$ cat config.mk
export PLATFORM = sky130hd
export DESIGN_NAME = mat_mult_sched
export DESIGN_NICKNAME = d
export VERILOG_FILES = /design/src/rtl/mat_mult_sched.sv
export SDC_FILE = /design/constraint.sdc
export NUM_CORES = 1
export LEC_CHECK = 0
export BUFFER_PORTS_ARGS = -buffer_cell sky130_fd_sc_hd__buf_2
export CORE_ASPECT_RATIO = 0.75
export CORE_MARGIN = 1
export CORE_UTILIZATION = 45
export CTS_CLUSTER_DIAMETER = 150
export DETAILED_ROUTE_END_ITERATION = 8
export PLACE_DENSITY_LB_ADDON = 0.08
export SLEW_MARGIN = 20
export SYNTH_ARGS = -nofsm -noshare
export SYNTH_HDL_FRONTEND = slang
export SYNTH_SLANG_ARGS = --single-unit
$ cat constraint.sdc
create_clock -name clk -period 8.94 [get_ports clk]
set_input_delay 0 -clock clk [delete_from_list [all_inputs] [get_ports clk]]
set_output_delay 0 -clock clk [all_outputs]
set_load 0.02 [all_outputs]
$ cat src/rtl/mat_mult_sched.sv
// Time-multiplexed 2x2 matrix product on one shared multiplier-accumulator.
// Define MAT_SCHED_PARALLEL_EN to use two multipliers and a 4-step MAC phase.
module mat_mult_sched #(
  parameter int WIDTH = 8
) (
  input  logic               clk,
  input  logic               reset,
  input  logic               in_valid,
  output logic               in_ready,
  input  logic [4*WIDTH-1:0] A,
  input  logic [4*WIDTH-1:0] B,
  output logic               out_valid,
  input  logic               out_ready,
  output logic [63:0]        Res,
  output logic               busy,
  output logic [1:0]         o_dbg_state
);

  localparam logic [1:0] S_IDLE = 2'd0;
  localparam logic [1:0] S_MAC  = 2'd1;
  localparam logic [1:0] S_DONE = 2'd2;

  logic [1:0]         r_state;
  logic [4*WIDTH-1:0] r_a;
  logic [4*WIDTH-1:0] r_b;
  logic [15:0]        r_res_el [4];
  logic [WIDTH-1:0]   w_a_el [4];
  logic [WIDTH-1:0]   w_b_el [4];
  logic [1:0]         w_e;
  logic [15:0]        w_sum;
  logic               w_write;

  // Element n of a packed matrix sits at n = 2*row + col, element 0 in the MSBs.
  for (genvar g = 0; g < 4; g++) begin : g_unpack
    assign w_a_el[g] = r_a[(3-g)*WIDTH +: WIDTH];
    assign w_b_el[g] = r_b[(3-g)*WIDTH +: WIDTH];
  end

`ifdef MAT_SCHED_PARALLEL_EN
  localparam logic [1:0] LAST_STEP = 2'd3;
  logic [1:0]  r_step;
  logic [15:0] w_prod0;
  logic [15:0] w_prod1;

  assign w_e     = r_step;
  assign w_prod0 = 16'(w_a_el[{w_e[1], 1'b0}]) * 16'(w_b_el[{1'b0, w_e[0]}]);
  assign w_prod1 = 16'(w_a_el[{w_e[1], 1'b1}]) * 16'(w_b_el[{1'b1, w_e[0]}]);
  assign w_sum   = w_prod0 + w_prod1;
  assign w_write = 1'b1;
`else
  localparam logic [2:0] LAST_STEP = 3'd7;
  logic [2:0]  r_step;
  logic [15:0] r_acc;
  logic        w_k;
  logic [15:0] w_prod;

  // Step counter packs {e, k}: k toggles fastest so each element finishes in two steps.
  assign w_e     = r_step[2:1];
  assign w_k     = r_step[0];
  assign w_prod  = 16'(w_a_el[{w_e[1], w_k}]) * 16'(w_b_el[{w_k, w_e[0]}]);
  assign w_sum   = (w_k ? r_acc : 16'd0) + w_prod;
  assign w_write = w_k;
`endif

  // Handshakes: a transfer happens on a rising edge where valid and ready are both high;
  // valid never depends on ready, and out_valid/Res are held until out_ready is seen.
  assign in_ready    = (r_state == S_IDLE);
  assign out_valid   = (r_state == S_DONE);
  assign busy        = (r_state != S_IDLE);
  assign o_dbg_state = r_state;
  assign Res         = {r_res_el[0], r_res_el[1], r_res_el[2], r_res_el[3]};

  always_ff @(posedge clk or negedge reset) begin
    if (!reset) begin
      r_state <= S_IDLE;
      r_a     <= '0;
      r_b     <= '0;
      r_step  <= '0;
`ifndef MAT_SCHED_PARALLEL_EN
      r_acc   <= '0;
`endif
      for (int n = 0; n < 4; n++) r_res_el[n] <= '0;
    end else begin
      case (r_state)
        S_IDLE: begin
          if (in_valid) begin
            r_a     <= A;
            r_b     <= B;
            r_step  <= '0;
            r_state <= S_MAC;
          end
        end
        S_MAC: begin
          r_step <= r_step + 1'b1;
`ifndef MAT_SCHED_PARALLEL_EN
          r_acc  <= w_sum;
`endif
          if (w_write) r_res_el[w_e] <= w_sum;
          if (r_step == LAST_STEP) r_state <= S_DONE;
        end
        S_DONE: begin
          if (out_ready) r_state <= S_IDLE;
        end
        default: r_state <= S_IDLE;
      endcase
    end
  end

endmodule

Yosys cells after proc, flatten, opt, wreduce, memory -nomap -nowiden
Index checks and enable logic that the tools add are counted.
Word-level totals
  memories: 0
  bits in writable memories: 0
  bits of input ports: 68
  bits in latches: 0
  ROM bits: 0
  register bits: 149
  logic and storage cells: 49
  output and inout port bits: 69
Cells by class
  bitwise logic cells: 3
  reductions and logical operators: 8
  shift-type cells: 0
  magnitude comparators: 4
  multiplexer cells: 16
  div/mod/pow operators: 0
  eq/ne operators: 6
  multiply operators: 1
  add/subtract/negate cells: 2
Operators by type and width (number)
  bitwise mux 64 bit: 1
  binary-select mux 8 bit (select 2 bit): 2
  demux 16 bit (select 2 bit): 1
  2-to-1 mux 16 bit: 2
  2-to-1 mux 8 bit: 4
  adder 16 bit: 1
  multiplier 8 x 8 -> 16 bit: 1
  greater-or-equal comparator 3 bit (second input constant): 3
  inverter 2 -> 3 bit: 3
  2-to-1 mux 2 bit: 3
  one-hot mux 2 bit (3 select lines): 1
  one-hot mux 3 bit (2 select lines): 1
  AND reduction 2 bit: 3
  != test 2 bit (second input constant): 2
  nonzero test 2 bit: 2
  adder 3 x 1 -> 3 bit (second input constant): 1
  equality test 3 bit (second input constant): 1
  less-than comparator 3 x 1 -> 1 bit (second input constant): 1
  2-to-1 mux 3 bit: 1
  AND reduction 3 bit: 1
  equality test 2 x 1 -> 1 bit (second input constant): 1
  equality test 2 bit (second input constant): 1
  zero test 2 bit: 1
  != test 2 x 1 -> 1 bit (second input constant): 1
  logical AND 1 bit: 1

Depth between registers and ports, before layout
  depth after elaboration: 7
  gate-level depth with buffers: 20
  mapped depth without buffers: 17

Worst setup path before layout
OpenSTA, ideal clock, no wires.
  path type: flip-flop to flip-flop
  from: register r_step[0]
  to: register r_res_el (netlist bit Res[31])
  stages on the path, launching flop included: 18
  period minus slack after synthesis: 5284 ps
  arrival: 5215 ps
  library setup time: 70 ps
  buffers on the path: 3
  slack: 3656 ps
  data required time: 8870 ps
  cells stage by stage: dfrtp_1 > buf_4 > buf_2 > clkbuf_1 > mux4_2 > and2_1 > fa_1 > inv_1 > fa_1 > fa_1 > fa_1 > inv_1 > ha_1 > a21o_1 > a21oi_1 > a21oi_1 > or4_1 > nand3_1
On the way
  cells in the longest elaborated chain, start to end: 7
  elaborated cells between the ends (all ways): 13
  those cells by class: add/sub: 1; mul: 1; mux: 8; bitwise: 2; reduce/logical: 1
RTL lines
  start, declared: RTL line 52  | logic [2:0] r_step;
  start signal, assigned: RTL line 94  | r_step <= r_step + 1'b1;
  inverter 2 -> 3 bit (not written as such): RTL line 60  | assign w_prod = 16'(w_a_el[{w_e[1], w_k}]) * 16'(w_b_el[{w_k, w_e[0]}]);
  binary-select mux 8 bit (select 2 bit): RTL line 60
  2-to-1 mux 8 bit (not written as such) (2 in series): RTL line 60
  multiplier 8 x 8 -> 16 bit: RTL line 60
  adder 16 bit: RTL line 61  | assign w_sum = (w_k ? r_acc : 16'd0) + w_prod;
  bitwise mux 64 bit: RTL line 98  | if (w_write) r_res_el[w_e] <= w_sum;
  end signal, assigned by index: RTL line 98
  end, declared: RTL line 26  | logic [15:0] r_res_el [4];
Parallel ways exist; a longest one is shown, timed or not. The select of a mux whose other input is x is not followed.
A chain may end at the register's enable or synchronous reset.

Worst setup path in the final report
  from: register r_step[0]
  to: register r_res_el (netlist bit Res[44])
Same word-level chain as after synthesis.

==> results.json <==
{
  "outcome": "completed",
  "rrSetupSlack_ps": 2710,
  "gp_congestion": 0.883,
  "htreeDepth": 4,
  "critPathMaxFanout": 20,
  "totalWireLength_um": 20600,
  "area_growth_pct": 25.4,
  "cts-resized-gates": 0,
  "regArea_um2": 3730,
  "start_kind": "flop",
  "async_reset_ff_share_pct": 100,
  "via_per_inst": 4.87,
  "rsz0062_at_grt": "no",
  "critPathArrivalTime_ps": 6600,
  "hold_class": "input pin to flop",
  "cts_tree": "built",
  "maxCapViolCount": 0,
  "period_needed_ps": 6230,
  "timing.fmax_mhz": 160,
  "clock_skew_ps": 9.28,
  "drive_gt1_share_pct": 17.8,
  "hold_viol_final": 0,
  "coreArea_um2": 18600,
  "grt_usage_pct": 23.1,
  "startpoint": "r_step[0]$_DFFE_PN0P_",
  "slew_headroom_pct": 35.7,
  "ys_warn_count": 0,
  "start_util_pct": 46.2,
  "synth_cell_types": 47,
  "num_io_pins": 137,
  "synth_top_cell_area_share_pct": 43.3,
  "synth_fp_nets": 1078,
  "path_clk_slew_ps": 70,
  "drv_slew": 0,
  "final.setup.tns_ps": 0,
  "fillCellCount": 1710,
  "min_period_over_period_pct": 69.7,
  "die_y_um": 122,
  "dr.pass1.iters": 7,
  "synth_seq_cells": 149,
  "seq_area_frac_synth_pct": 43.3,
  "grt_max_degree": 105,
  "drt_iter0_drc": 369,
  "final_common_cell": "nand2_1",
  "nets": 1271,
  "clkLatencyLatePin_ps": 430,
  "overflow": 0,
  "r2r-start": "r_step[0]$_DFFE_PN0P_",
  "vias": 6702,
  "cp.required_ps": 9300,
  "tightestPinTransition_ps": 965,
  "cts_buffer_depth": 2,
  "synth_edf_count": 0,
  "cts_sinks": 149,
  "path_class": "flop to flop",
  "cts_buffers": 17,
  "grt_pass1_vias": 6844,
  "worstSetupEndpointType": "flop",
  "dp_hpwl_um": 14500,
  "final-setup-viol-count": 0,
  "ant_nets": 0,
  "wl_per_cell_um": 14.9,
  "cts_root_buffer": "clkbuf_16",
  "die_area_um2": 19700,
  "post-route-drc-count": 0,
  "grt_pass1_wl_um": 34900,
  "grt_antenna_before_repair": 0,
  "synth.area.top_cells": "dfrtp_1 (43%), nand2_1 (15%), fa_1 (12%)",
  "n_antenna_cell": 0,
  "ys_dominant_reg_cell": "dfrtp_1",
  "synthCells": 923,
  "syn_area_um2": 8610,
  "syn_avg_cell_area_um2": 9.33,
  "synth_area_leader_cell": "dfrtp_1",
  "io_buffers": 136,
  "final_cell_mix": "nand2_1 (348), dfrtp_1 (149), buf_2 (135)",
  "worst_hold_startpoint": "in_valid",
  "die_x_um": 162,
  "rows": 43,
  "multi_input_area_um2": 4400
}
## area by class of cell
type | instances | share of cell area (%)
Multi-Input combinational cell | 649 | 40.8
Sequential cell | 149 | 34.6
Timing Repair Buffer | 211 | 13.1
Clock buffer | 19 | 4.10
Inverter | 88 | 3.06
Tap cell | 247 | 2.86
Clock inverter | 13 | 1.48
## state kept, by name, indices dropped and copies added, names as in the netlist
name / cells
o_dbg_state: 2
r_b: 32
r_step: 3
r_acc: 16
r_a: 32
Res: 64
## logic make-up (layout without fill, tap and decap cells)
family / after synthesis / count (layout) / synth area share, %
and+or+nand+nor: 443 / 443 / 21.9
muxes: 22 / 22 / 4.96
buffers and inverters: 125 / 331 / 5.60
xor gates and xnor gates: 8 / 8 / 0.814
AOI/OAI and AO/OA: 89 / 89 / 6.40
DFF: 149 / 149 / 43.3
adders and majority gates: 87 / 87 / 17.0
## metrics by stage
stage | hold WS (ps) | setup slack [ps] | util (%) | instances | cell area, um^2
after CTS | 245 | 2720 | 57.9 | 1375 | 10800
after global placement | 194 | 2820 | 51.1 | 1277 | 9520
after detailed placement | 190 | 2740 | 51.1 | 1277 | 9520
after floorplan | -296 | 3660 | - | 923 | 8610
final | 233 | 2710 | 58.0 | 1376 | 10800
after global routing | 282 | 2300 | 58.0 | 1376 | 10800
## routing by layer
layer,vias up,wire (um),GRT usage [%]
met5,-,0,0
met2,116,9270,35.6
met1,3242,10400,33.9
met4,0,231,6.43
li1,3329,-,-
met3,15,664,3.47
## worst max-delay path: stages, from the launching register on
cell,delay (ps)
dfrtp_1,970
buf_4,390
mux4_2,430
and2_1,200
fa_1,530
inv_1,50
fa_1,550
fa_1,440
fa_1,550
inv_1,40
ha_1,350
a21o_1,200
a31o_2,250
o2111ai_1,280
nor3b_1,630
mux2_2,290
## synth_stat cells, drive strengths merged, types with 2 or more instances
| cell type | n |
|---|---|
| xor2 | 3 |
| a2bb2oi | 3 |
| a21o | 6 |
| o31ai | 10 |
| a21oi | 9 |
| mux4 | 16 |
| o21a | 2 |
| xnor2 | 5 |
| a22o | 2 |
| o211ai | 7 |
| o2111ai | 2 |
| nor3 | 9 |
| ha | 37 |
| and2 | 43 |
| o21ai | 42 |
| nand3 | 9 |
| inv | 88 |
| nand2 | 350 |
| or4 | 5 |
| and4 | 3 |
| nor2b | 4 |
| nor2 | 7 |
| nand2b | 2 |
| buf | 8 |
| dfrtp | 149 |
| nor3b | 3 |
| clkbuf | 29 |
| fa | 50 |
| mux2 | 5 |
| nand4b | 2 |
## what timing repair did
item                                   4_1_cts  5_1_grt
setup buffers                                0        0
endpoints found under the hold margin      168        0
hold buffers                                66        0
## worst paths after layout
check | end | cells past startpoint
max reg2reg | Res[44]$_DFFE_PN0P_ | 15
min reg2reg | Res[1]$_DFFE_PN0P_ | 2
min | o_dbg_state[0]$_DFFE_PN0P_ | 4
min in group asynchronous | Res[38]$_DFFE_PN0P_ | 2
max | Res[44]$_DFFE_PN0P_ | 15
max in group asynchronous | r_b[25]$_DFFE_PN0P_ | 3
Power is not shown: default switching activity piles up to over one toggle a cycle in this logic, so the estimate is an artifact.
